$ cat src/rtl/bcd_scan_counter.sv
// bcd_scan_counter: multi-digit decimal event counter with a time-multiplexed
// digit scan. It feeds a BCD-to-7-segment decoder one digit at a time. Blanked
// digits are driven as 4'hF, which the decoder renders as all segments off.
module bcd_scan_counter #(
    parameter int NDIG     = 4,
    parameter int SCAN_DIV = 50000,
    parameter int BLANK    = 0
) (
    input  logic                CLK,
    input  logic                RST,
    input  logic                EN,
    input  logic                INC,
    input  logic                CLR,
    output logic [4*NDIG-1:0]   BCD,
    output logic                OVF,
    output logic [3:0]          D,
    output logic [NDIG-1:0]     AN
);

    localparam int PW = (SCAN_DIV > 1) ? $clog2(SCAN_DIV) : 1;
    localparam int IW = (NDIG > 1) ? $clog2(NDIG) : 1;

    logic [4*NDIG-1:0] bcd_q, bcd_d;
    logic              ovf_q, ovf_d;
    logic [PW-1:0]     presc_q, presc_d;
    logic [IW-1:0]     idx_q, idx_d;
    logic [3:0]        d_q, d_d;
    logic [NDIG-1:0]   an_q, an_d;

    // carry[k] is high when digits 0..k-1 are all 9, so digit k must step.
    logic [NDIG:0]     carry;
    logic [4*NDIG-1:0] bcd_inc;
    // zero_from[k] is high when digits k..NDIG-1 are all zero.
    logic [NDIG:1]     zero_from;

    assign carry[0]        = 1'b1;
    assign zero_from[NDIG] = 1'b1;

    genvar gi;
    generate
        for (gi = 0; gi < NDIG; gi++) begin : g_digit
            logic [3:0] dig;
            assign dig              = bcd_q[4*gi +: 4];
            assign carry[gi+1]      = carry[gi] & (dig == 4'd9);
            assign bcd_inc[4*gi +: 4] = !carry[gi] ? dig :
                                        ((dig == 4'd9) ? 4'd0 : dig + 4'd1);
        end
        for (gi = 1; gi < NDIG; gi++) begin : g_zero
            assign zero_from[gi] = zero_from[gi+1] & (bcd_q[4*gi +: 4] == 4'd0);
        end
    endgenerate

    // Count next state: clear beats increment; overflow is the carry out of the top digit.
    always_comb begin
        bcd_d = bcd_q;
        ovf_d = 1'b0;
        if (CLR) begin
            bcd_d = '0;
        end else if (EN && INC) begin
            bcd_d = bcd_inc;
            ovf_d = carry[NDIG];
        end
    end

    // Scan next state: prescaler slot timing, digit index, and the digit/select pair
    // built from the current registered count and index so D and AN always match.
    always_comb begin
        logic [3:0] digit_sel;
        logic       blank_sel;
        presc_d   = presc_q + 1'b1;
        idx_d     = idx_q;
        digit_sel = 4'd0;
        blank_sel = 1'b0;
        if (presc_q == PW'(SCAN_DIV - 1)) begin
            presc_d = '0;
            idx_d   = (idx_q == IW'(NDIG - 1)) ? '0 : idx_q + 1'b1;
        end
        for (int k = 0; k < NDIG; k++) begin
            if (idx_q == IW'(k)) begin
                digit_sel = bcd_q[4*k +: 4];
            end
        end
        // Digit 0 is never blanked, so the search starts at 1.
        for (int k = 1; k < NDIG; k++) begin
            if (idx_q == IW'(k)) begin
                blank_sel = zero_from[k];
            end
        end
        an_d = ~(NDIG'(1) << idx_q);
        d_d  = ((BLANK != 0) && blank_sel) ? 4'hF : digit_sel;
    end

    // State registers; reset restarts the scan at digit 0 with all selects off.
    always_ff @(posedge CLK) begin
        if (RST) begin
            bcd_q   <= '0;
            ovf_q   <= 1'b0;
            presc_q <= '0;
            idx_q   <= '0;
            d_q     <= 4'h0;
            an_q    <= '1;
        end else begin
            bcd_q   <= bcd_d;
            ovf_q   <= ovf_d;
            presc_q <= presc_d;
            idx_q   <= idx_d;
            d_q     <= d_d;
            an_q    <= an_d;
        end
    end

    assign BCD = bcd_q;
    assign OVF = ovf_q;
    assign D   = d_q;
    assign AN  = an_q;

endmodule
$ cat config.mk
export PLATFORM = sky130hd
export DESIGN_NAME = bcd_scan_counter
export DESIGN_NICKNAME = d
export VERILOG_FILES = /design/src/rtl/bcd_scan_counter.sv
export SDC_FILE = /design/constraint.sdc
export NUM_CORES = 1
export LEC_CHECK = 0
export ABC_AREA = 0
export ABC_CLOCK_PERIOD_IN_PS = 2200
export CORE_ASPECT_RATIO = 0.75
export CORE_MARGIN = 4
export CORE_UTILIZATION = 53
export DETAILED_ROUTE_END_ITERATION = 10
export PLACE_DENSITY_LB_ADDON = 0.25
export SETUP_SLACK_MARGIN = 0.5
export SLEW_MARGIN = 30
export SYNTH_ARGS = -nofsm -noshare
export SYNTH_HDL_FRONTEND = slang
export SYNTH_SLANG_ARGS = --single-unit
$ cat constraint.sdc
create_clock -name CLK -period 2.2 [get_ports CLK]
set_input_delay 0.55 -clock CLK [delete_from_list [all_inputs] [get_ports CLK]]
set_output_delay 0.55 -clock CLK [all_outputs]
set_load 0.01 [all_outputs]
==> results of run 1 <==
cells in the mapped netlist, types with 2 or more instances:
cell	count
nand3_1	8
xnor2_1	11
mux2i_1	4
nor2_1	29
xor2_1	9
nor3b_1	4
o22ai_1	4
nor4bb_1	3
or3_1	4
nand2_1	22
ha_1	5
inv_1	9
nor3_1	7
o21ai_0	4
nor4_1	4
nand4_1	8
a21oi_1	16
nor2b_1	5
nand3b_1	4
nand2b_1	5
or2_2	2
dfxtp_1	43
a31oi_1	2
clkbuf_1	6
where the power goes:
| part | internal [mW] | switching [mW] | leakage (nW) |
|---|---|---|---|
| combinational | 0.0253 | 0.0299 | 0.667 |
| clock | 0.454 | 0.275 | 0.0654 |
| sequential | 0.781 | 0.00843 | 0.359 |
cell families (layout without fill, tap and decap cells):
kind of cell    Yosys count  after routing  synth area share [%]
flops                    43             43                  43.8
mux                       4              4                  2.04
compound gates           29             29                  8.29
fa+ha+maj                 5              5                  3.19
xor+xnor                 20             20                  8.92
simple gates            112            112                  30.5
buf+inv                  16             62                  3.25
worst max path at each step:
| stage | endpoint | slack (ns) | depth (start not counted) |
|---|---|---|---|
| 3_5_place_dp | BCD[5] | 0.05 | 6 |
| 5_1_grt | presc_q[3] | 0.20 | 6 |
| 4_1_cts | idx_q[0] | 0.24 | 4 |
| 6_report | idx_q[0] | 0.24 | 4 |
| 3_3_place_gp | BCD[13] | 0.12 | 5 |
| 2_1_floorplan | idx_q[0] | 0.30 | 4 |
final cells by class:
class | count | share of cell area (%)
multi-input cells | 170 | 41.3
flip-flops and latches | 43 | 34.1
repair buffers | 45 | 15.8
clock buffers | 6 | 2.77
well taps | 50 | 2.39
clock inverters | 2 | 2.29
inverters | 9 | 1.29
sequential cells by signal, summed over array words and instances (netlist names):
register and flops:
AN 4, BCD 16, D 4, OVF 1, idx_q 2, presc_q 16
what timing repair did:
item                       4_1_cts  5_1_grt
setup endpoints to repair       39       30
cloned                           1        0
gates resized for setup         45       18
buffers inserted                 1        6
pin swaps                        4        6
metrics by stage:
step,instance area [um^2],worst slack [ns],instances
final,2620,0.239,325
after CTS,2510,0.240,319
after global routing,2620,0.203,325
after global placement,2350,0.116,309
after floorplan,1960,0.298,229
after detailed placement,2350,0.0516,309
layer usage:
layer  routed length [um]  vias up
li1                     -      887
met5                    0        -
met3                  260        2
met2                 1990       51
met1                 2380      809
met4                   18        0
critical path, stage by stage (launching register included):
cell     delay (ns)
dfxtp_2        0.36
or4b_1         0.50
or4_4          0.56
or3_4          0.35
a21oi_2        0.13
==> metrics.md, run 1 <==
| Metric | Value |
|---|---|
| Outcome | `complete, no violations` |
| Tot GR Track Use | `between 20% and 30%` |
| Antenna cells | `0` |
| Sequential share of the synthesized area | `43.8%` |
| CP Data Required Time | `2.43 ns` |
| Synth Cell Area | `1960 um^2` |
| Routing usage on met2 | `approximately a third` |
| Clk_lat worst skew | `~0.29 ns` |
| Slew @ Worst Pin | `~0.45 ns` |
| Synth area leaders | `dfxtp_1, nor2_1, xnor2_1, nand2_1, a21oi_1` |
| Reg-to-reg setup timing slack | `~0.24 ns` |
| Root Buffer | `clkbuf_8` |
| Primary FF master, synth | `dfxtp_1` |
| M1 GR Usage | `around 30%` |
| Cts bufs inserted | `5` |
| Post-Syn Instances | `approximately 230` |
| Crit path max fanout | `6` |
| I/O pins | `30` |
| GR Overflow Total | `0` |
| F_max | `around 510 MHz` |
| Hold Crit Class | `register to register` |
| Setup violators final | `0` |
| Multi-input gate area | `about 1100 um^2` |
| Final WL | `4650 um` |
| Pwr per Cell Area | `roughly 600 nW/um^2` |
| Tmin final | `roughly 2.0 ns` |
| CTS Sinks | `43` |
| Starting Density | `57.3%` |
| Drc violations | `0` |
| Relative slew margins | `a little over two thirds` |
| RSZ-0062 raised after global routing | `true` |
| Post-synth net total | `239` |
| Crit path launch type | `register` |
| Fillers | `256` |
| Final ANT Viol Nets | `0` |
| R2R cell count | `4` |
| Grt peak-use layer | `met2` |
| Max VDD drop | `between 0.9 and 1 mV` |
| Synthesis-to-finish area growth | `33.5%` |
| Post-synth ARST share | `0%` |
| Routed vias | `1749` |
| Post-synthesis average cell area | `between 8 and 9 um^2` |
| Register area | `around 890 um^2` |
| Post-synth EDFFs | `0` |
| Hold Fails Final Rpt | `0` |
| Crit. Startpoint | `presc_q[5]` |
| Slew Limit Fails | `0` |
| Max_cap viols | `0` |
| Cell Rows | `18` |
| Die W | `roughly 80 um` |
| Max Buffers Root-to-Sink | `2` |
| Most common cell after layout, fill and taps aside | `nor2_1` |
| Hold Buf Count CTS | `0` |
| Yosys top cell area share | `a little over two fifths` |
| Die area | `roughly 4800 um^2` |
| # H-tree levels | `2` |
| First-pass GRT wire length | `7780 um` |
| Vias in the first global route | `between 1500 and 2000` |
| Final HPWL DP | `~3100 um` |
| Commonest non-fill, non-tap cells in the layout | `nor2_1, dfxtp_1, nand2_1` |
| Ys Warns | `0` |
| Cells on Worst Hold Path | `1` |
| Reg clk slew, reported paths | `roughly 0.080 ns` |
| GP Congestion | `~0.87` |
| Hold Startpoint | `presc_q[0]` |
| Hold EP | `presc_q[0]` |
| Worst Path Arrival | `about 2.2 ns` |
| Worst hold slack | `0.473 ns` |
| Post-synth top area cell | `dfxtp_1` |
| Largest net degree at the start of global routing | `16` |
| Final Power | `~1.6 mW` |
| Flop and latch count out of synthesis | `43` |
| Fin crit share | `between 80% and 90%` |
| CP Class | `register to register` |
| Initial antenna violation count | `0` |
| Reg-to-reg endpoint | `idx_q[0]` |
| Nets | `roughly 280` |
| CTS tree | `yes` |
| Nature of the critical path endpoint | `register` |
| Worst r2r src | `presc_q[5]` |
| Final Skew | `approximately 0.005 ns` |
| Wire per inst | `approximately 14 um` |
| Detailed Route Iter0 Violations | `a little over 100` |
| Met3 Use GR | `under 10%` |
| Leak | `about 1.1 nW` |
| Netlist cell types | `35` |
| Layout cells sized above 1 | `around a fifth` |
| Final TNS setup | `0 ns` |
| Pre-antenna DRT Iters | `4` |
| Final Core Density | `76.6%` |
| Via density | `5.38` |
| Buffers on Ports | `29` |
| Core Area | `approximately 3400 um^2` |
| DIE HEIGHT | `roughly 60 um` |
Power figures use the tool's default switching activity.
==> run 2, diff against run 1 <==
--- a/config.mk
+++ b/config.mk
@@ -9,11 +9,10 @@
 export ABC_CLOCK_PERIOD_IN_PS = 2200
 export CORE_ASPECT_RATIO = 0.75
 export CORE_MARGIN = 4
-export CORE_UTILIZATION = 53
+export CORE_UTILIZATION = 30
 export DETAILED_ROUTE_END_ITERATION = 10
 export PLACE_DENSITY_LB_ADDON = 0.25
 export SETUP_SLACK_MARGIN = 0.5
-export SLEW_MARGIN = 30
 export SYNTH_ARGS = -nofsm -noshare
 export SYNTH_HDL_FRONTEND = slang
 export SYNTH_SLANG_ARGS = --single-unit
==> run 2 against run 1 <==
Against the previous run:
- final cell count up 7.4%
- fmax increased by 1.5%
- clock power decreased by 36%
- via count down 4.3%
- clock skew fell by 0.0018 ns
- worst hold slack got worse by 0.018 ns
- sequential power about the same
- register-to-register slack improved by 0.03 ns
- global-route usage shrank 9.4 points
- critical endpoint unchanged
- highest routed layer unchanged
==> metrics.md, run 2 (synthesis gave the netlist of run 1 again) <==
| Metric | Value |
|---|---|
| Outcome | `complete, no violations` |
| Synthesis-to-finish area growth | `28.9%` |
| Max VDD drop | `around 0.20 mV` |
| Slew @ Worst Pin | `about 0.34 ns` |
| Pwr per Cell Area | `519 nW/um^2` |
| # H-tree levels | `2` |
| Fin area | `between 2000 and 3000 um^2` |
| CP Class | `register to register` |
| Reg clk slew, reported paths | `approximately 0.080 ns` |
| Via density | `approximately 4.8` |
| Hold Fails Final Rpt | `0` |
| Largest net degree at the start of global routing | `16` |
| Max_cap viols | `0` |
| Register area | `891 um^2` |
| Buffers on Ports | `29` |
| Reg-to-reg setup timing slack | `0.27 ns` |
| CTS tree | `yes` |
| Final HPWL DP | `3170 um` |
| Hold EP | `presc_q[0]` |
| CTS Sinks | `43` |
| Pre-antenna DRT Iters | `4` |
| Wire per inst | `12.7 um` |
| Starting Density | `a little under a third` |
| I/O pins | `30` |
| Dpl cell area | `2400 um^2` |
| Cells on Worst Hold Path | `1` |
| Crit. Startpoint | `presc_q[12]` |
| Antenna cells | `0` |
| Setup ws final | `0.268 ns` |
| Cts bufs inserted | `5` |
| Final TNS setup | `0 ns` |
| First-pass GRT wire length | `around 7500 um` |
| Die W | `slightly above 100 um` |
| Relative slew margins | `between 70% and 80%` |
| Layout cells sized above 1 | `about 18%` |
| Setup violators final | `0` |
| DIE HEIGHT | `slightly below 80 um` |
| Hold Buf Count CTS | `0` |
| Commonest non-fill, non-tap cells in the layout | `nor2_1, dlygate4sd2_1, dfxtp_1` |
| CP Data Required Time | `between 2 and 2.5 ns` |
| Placed Instances | `340` |
| Vias in the first global route | `1542` |
| Fin crit share | `87.8%` |
| Tot GR Track Use | `between 10% and 20%` |
| GR Overflow Total | `0` |
| Worst Path Arrival | `2.16 ns` |
| RSZ-0062 raised after global routing | `true` |
| Clk_lat worst skew | `just under 0.3 ns` |
| Slew Limit Fails | `0` |
| Reg-to-reg endpoint | `idx_q[0]` |
| Routed vias | `1673` |
| Hold Startpoint | `presc_q[0]` |
| Final Skew | `around 0.0032 ns` |
| Die area | `between 7000 and 8000 um^2` |
| Tmin final | `approximately 1.9 ns` |
| Fillers | `650` |
| Hold Crit Class | `register to register` |
| Final WL | `4430 um` |
| Root Buffer | `clkbuf_8` |
| Nature of the critical path endpoint | `register` |
| GP Congestion | `between 0.7 and 0.8` |
| Leak | `0.962 nW` |
| Setup WS pre-CTS | `~0.10 ns` |
| Final Non-Filler Cells | `about 350` |
| Final ANT Viol Nets | `0` |
| Multi-input gate area | `around 1100 um^2` |
| Crit path max fanout | `4` |
| Cell Rows | `25` |
| R2R cell count | `4` |
| Core Area | `~6300 um^2` |
| Initial antenna violation count | `0` |
| Detailed Route Iter0 Violations | `54` |
| Nets | `around 280` |
| Drc violations | `0` |
| F_max | `518 MHz` |
| Crit path launch type | `register` |
| Worst r2r src | `presc_q[12]` |
| Max Buffers Root-to-Sink | `2` |
| Most common cell after layout, fill and taps aside | `nor2_1` |
run 2: cell types whose count changed in the layout (fill, tap and decap cells not counted), sizes merged:
cell	delta
buf	-5
bufinv	-2
dlygate4sd2	+5
dlymetal6s2s	-5
run 2: worst max-delay path: stages, from the launching register on:
cell and delay, ns:
dfxtp_2 0.33, or4b_4 0.52, or4_4 0.57, or3_4 0.34, a21oi_2 0.12
run 2: per-stage QoR:
step | util (%) | hold WS, ns | total power, mW
floorplan | - | 0.441 | 0.837
global placement | 37.9 | 0.465 | 0.865
detailed placement | 37.9 | 0.475 | 0.865
CTS | 39.6 | 0.493 | 1.33
global route | 40.1 | 0.490 | 1.36
finish | 40.1 | 0.455 | 1.31
run 2: layout make-up:
| cell class | count | share of cell area, % |
|---|---|---|
| Inverter | 9 | 1.33 |
| Multi-Input combinational cell | 170 | 42.1 |
| Clock buffer | 6 | 2.87 |
| Tap cell | 81 | 4.00 |
| Sequential cell | 43 | 35.2 |
| Timing Repair Buffer | 40 | 14.5 |
run 2: where the power goes:
group	internal (mW)	leakage, nW	switching [mW]
logic	0.0247	0.566	0.0288
clock network	0.212	0.0371	0.257
registers	0.782	0.358	0.00764
run 2: worst max path at each step:
stage | end | slack [ns]
after global routing | idx_q[0] | 0.20
after detailed placement | BCD[5] | 0.10
after global placement | BCD[5] | 0.13
after floorplan | idx_q[0] | 0.30
after CTS | idx_q[0] | 0.26
final | idx_q[0] | 0.27
run 2: per-layer routing:
layer,global-route usage (%),vias up,share of wire [%]
met3,2.84,7,4.5
met1,17.5,765,54
met4,4.38,0,1.7
met5,0,-,0
met2,16.1,27,39
li1,-,874,-
run 2: what timing repair did:
item / CTS / global route
endpoints found under the setup margin: 42 / 22
gates resized for setup: 49 / 8
pin swaps: 2 / 1
setup buffers: 3 / 0
==> run 3, diff against run 2 <==
--- a/config.mk
+++ b/config.mk
@@ -12,6 +12,7 @@
 export CORE_UTILIZATION = 30
 export DETAILED_ROUTE_END_ITERATION = 10
 export PLACE_DENSITY_LB_ADDON = 0.25
+export RECOVER_POWER = 50
 export SETUP_SLACK_MARGIN = 0.5
 export SYNTH_ARGS = -nofsm -noshare
 export SYNTH_HDL_FRONTEND = slang
==> run 3 against run 2 <==
Against the previous run:
- global-route usage did not move
- routed wire length is 0.27% lower
- die area unchanged
- sequential cell count unchanged
- combinational power shrank 4.1%
- core utilization shrank 0.42 points
- via count rose by 0.78%
- critical path depth unchanged
- fmax down 0.41%
- total power barely moved
- clock power hardly changed
- final cell count did not move
- critical endpoint unchanged
- largest cell class unchanged
- largest power group unchanged
==> metrics.md, run 3 (synthesis gave the netlist of run 1 again) <==
| Metric | Value |
|---|---|
| Tot GR Track Use | `about an eighth` |
| Worst hold slack | `roughly 0.46 ns` |
| Metal-1 WL | `around 2400 um` |
| Outcome | `complete, no violations` |
| Worst path buffer plus inverter count | `0` |
| Cts bufs inserted | `5` |
| Nets | `279` |
| Cell Rows | `25` |
| Max Buffers Root-to-Sink | `2` |
| DR WL met3 | `around 230 um` |
| Setup ws final | `about 0.26 ns` |
| Final Skew | `0.00516 ns` |
| Slew Limit Fails | `0` |
| Tmin final | `1.94 ns` |
| Register area | `877 um^2` |
| CTS tree | `yes` |
| Worst Path Arrival | `~2.2 ns` |
| R2R cell count | `4` |
| CP Class | `register to register` |
| Switching Share | `~22%` |
| Die area | `approximately 7900 um^2` |
| Final ANT Viol Nets | `0` |
| Layout cells sized above 1 | `13.4%` |
| Die W | `101 um` |
| Routed vias | `~1700` |
| Crit path launch type | `register` |
| Pre-antenna DRT Iters | `4` |
| Setup crit end | `idx_q[0]` |
| Clk_lat worst skew | `~0.29 ns` |
| Reg-to-reg endpoint | `idx_q[0]` |
| Worst r2r src | `presc_q[12]` |
| I/O pins | `30` |
| Initial antenna violation count | `0` |
| Core Area | `~6300 um^2` |
| Multi-input gate area | `approximately 1100 um^2` |
| F_max | `slightly above 500 MHz` |
| DR WL met2 | `1770 um` |
| Fillers | `655` |
| Fin crit share | `approximately nine tenths` |
| First-pass GRT wire length | `7450 um` |
| Final TNS setup | `0 ns` |
| Relative slew margins | `48.5%` |
| Largest stage delay, worst path | `approximately 0.57 ns` |
| Starting Density | `31.1%` |
| Hold Fails Final Rpt | `0` |
| GP Congestion | `about 0.79` |
| Antenna cells | `0` |
| Pwr per Cell Area | `approximately 520 nW/um^2` |
| Pint | `~1.0 mW` |
| Vias in the first global route | `about 1500` |
| Crit path max fanout | `4` |
| Setup WS pre-CTS | `about 0.10 ns` |
| Final WL | `approximately 4400 um` |
| CTS Sinks | `43` |
| Crit path max-delay cell type | `or4_4` |
| Setup violators final | `0` |
| CP Data Required Time | `2.42 ns` |
| # H-tree levels | `2` |
| WP depth | `4` |
| Crit. Startpoint | `presc_q[12]` |
| Sequential power share | `roughly three fifths` |
| Max VDD drop | `between 0.15 and 0.2 mV` |
| Via density | `4.83` |
| Slew @ Worst Pin | `0.773 ns` |
| CP delay by family, top | `simple AND/OR/NAND/NOR gates` |
| Hold Crit Class | `register to register` |
| Final HPWL DP | `3170 um` |
| Drc violations | `0` |
| Reg-to-reg setup timing slack | `0.26 ns` |
| Commonest non-fill, non-tap cells in the layout | `dfxtp_1, nor2_1, dlygate4sd2_1` |
| Final Core Density | `between 30% and 40%` |
| Max_cap viols | `0` |
| Reg clk slew, reported paths | `approximately 0.070 ns` |
| Detailed Route Iter0 Violations | `57` |
| DIE HEIGHT | `approximately 80 um` |
| Top sig layer | `met4` |
| Root Buffer | `clkbuf_8` |
| GR Overflow Total | `0` |
| Buffers on Ports | `29` |
| RSZ-0062 raised after global routing | `true` |
| Power share of the combinational group | `between 3 and 4%` |
| Largest net degree at the start of global routing | `16` |
| Sw Pwr | `293 uW` |
| Most common cell after layout, fill and taps aside | `dfxtp_1` |
| Nature of the critical path endpoint | `register` |
| Wire per inst | `12.6 um` |
| Clock power frac | `a little over a third` |
| Synthesis-to-finish area growth | `27.6%` |
| Leak | `about 0.95 nW` |
| Critical path, cell by cell | `or4b_4 > or4_4 > or3_4 > a21oi_2` |
[run 3: changes by cell type in the layout (fill, tap and decap cells not counted)]
cell             change
dfxtp_1              +9
clkdlybuf4s50_1      -1
dfxtp_2              -8
dfxtp_4              -1
clkbuf_1             +2
clkdlybuf4s25_1      +2
dlymetal6s2s_1       -2
buf_4                -2
dlygate4sd3_1        +1
[run 3: power groups by stage]
stage / logic [mW] / clock network [mW] / registers, mW
2_1_floorplan: 0.0277 / 0 / 0.810
3_3_place_gp: 0.0544 / 0 / 0.810
3_5_place_dp: 0.0551 / 0 / 0.810
4_1_cts: 0.0538 / 0.488 / 0.789
5_1_grt: 0.0570 / 0.513 / 0.793
6_report: 0.0513 / 0.469 / 0.791
[run 3: metrics by stage]
step	instances	cell area, um^2	total power [mW]
floorplan	229	1960	0.837
global placement	340	2400	0.865
detailed placement	340	2400	0.865
CTS	349	2500	1.33
global route	349	2500	1.36
finish	349	2500	1.31
[run 3: worst min path at each step]
stage               startpoint          to  slack [ns]  depth (start not counted)
detailed placement  presc_q[0]  presc_q[0]        0.48                          1
finish              presc_q[0]  presc_q[0]        0.46                          1
global placement    presc_q[0]  presc_q[0]        0.47                          1
CTS                 presc_q[0]  presc_q[0]        0.49                          1
global route        presc_q[0]  presc_q[0]        0.49                          1
floorplan           presc_q[0]  presc_q[0]        0.44                          1
[run 3: timing repair]
item | in CTS | in global routing
buffers inserted | 3 | 0
endpoints found under the hold margin | 0 | 0
resized for setup | 49 | 8
pin swaps | 2 | 1
hold buffers | 0 | 0
setup endpoints to repair | 42 | 22
[run 3: area by class of cell]
| cell class | instances | area share (%) |
|---|---|---|
| Tap cell | 81 | 4.05 |
| Sequential cell | 43 | 35.0 |
| Inverter | 9 | 1.35 |
| Timing Repair Buffer | 40 | 14.1 |
| Multi-Input combinational cell | 170 | 42.6 |
| Clock buffer | 6 | 2.90 |
[run 3: per-layer routing]
layer | up-vias | global-route usage [%]
met5 | - | 0
li1 | 871 | -
met4 | 0 | 4.38
met1 | 773 | 17.5
met2 | 37 | 16.1
met3 | 5 | 2.84
[run 3: worst register-to-register path, stage by stage (launching register included)]
cell and delay, ns:
dfxtp_2 0.33, or4b_4 0.52, or4_4 0.57, or3_4 0.34, a21oi_2 0.12
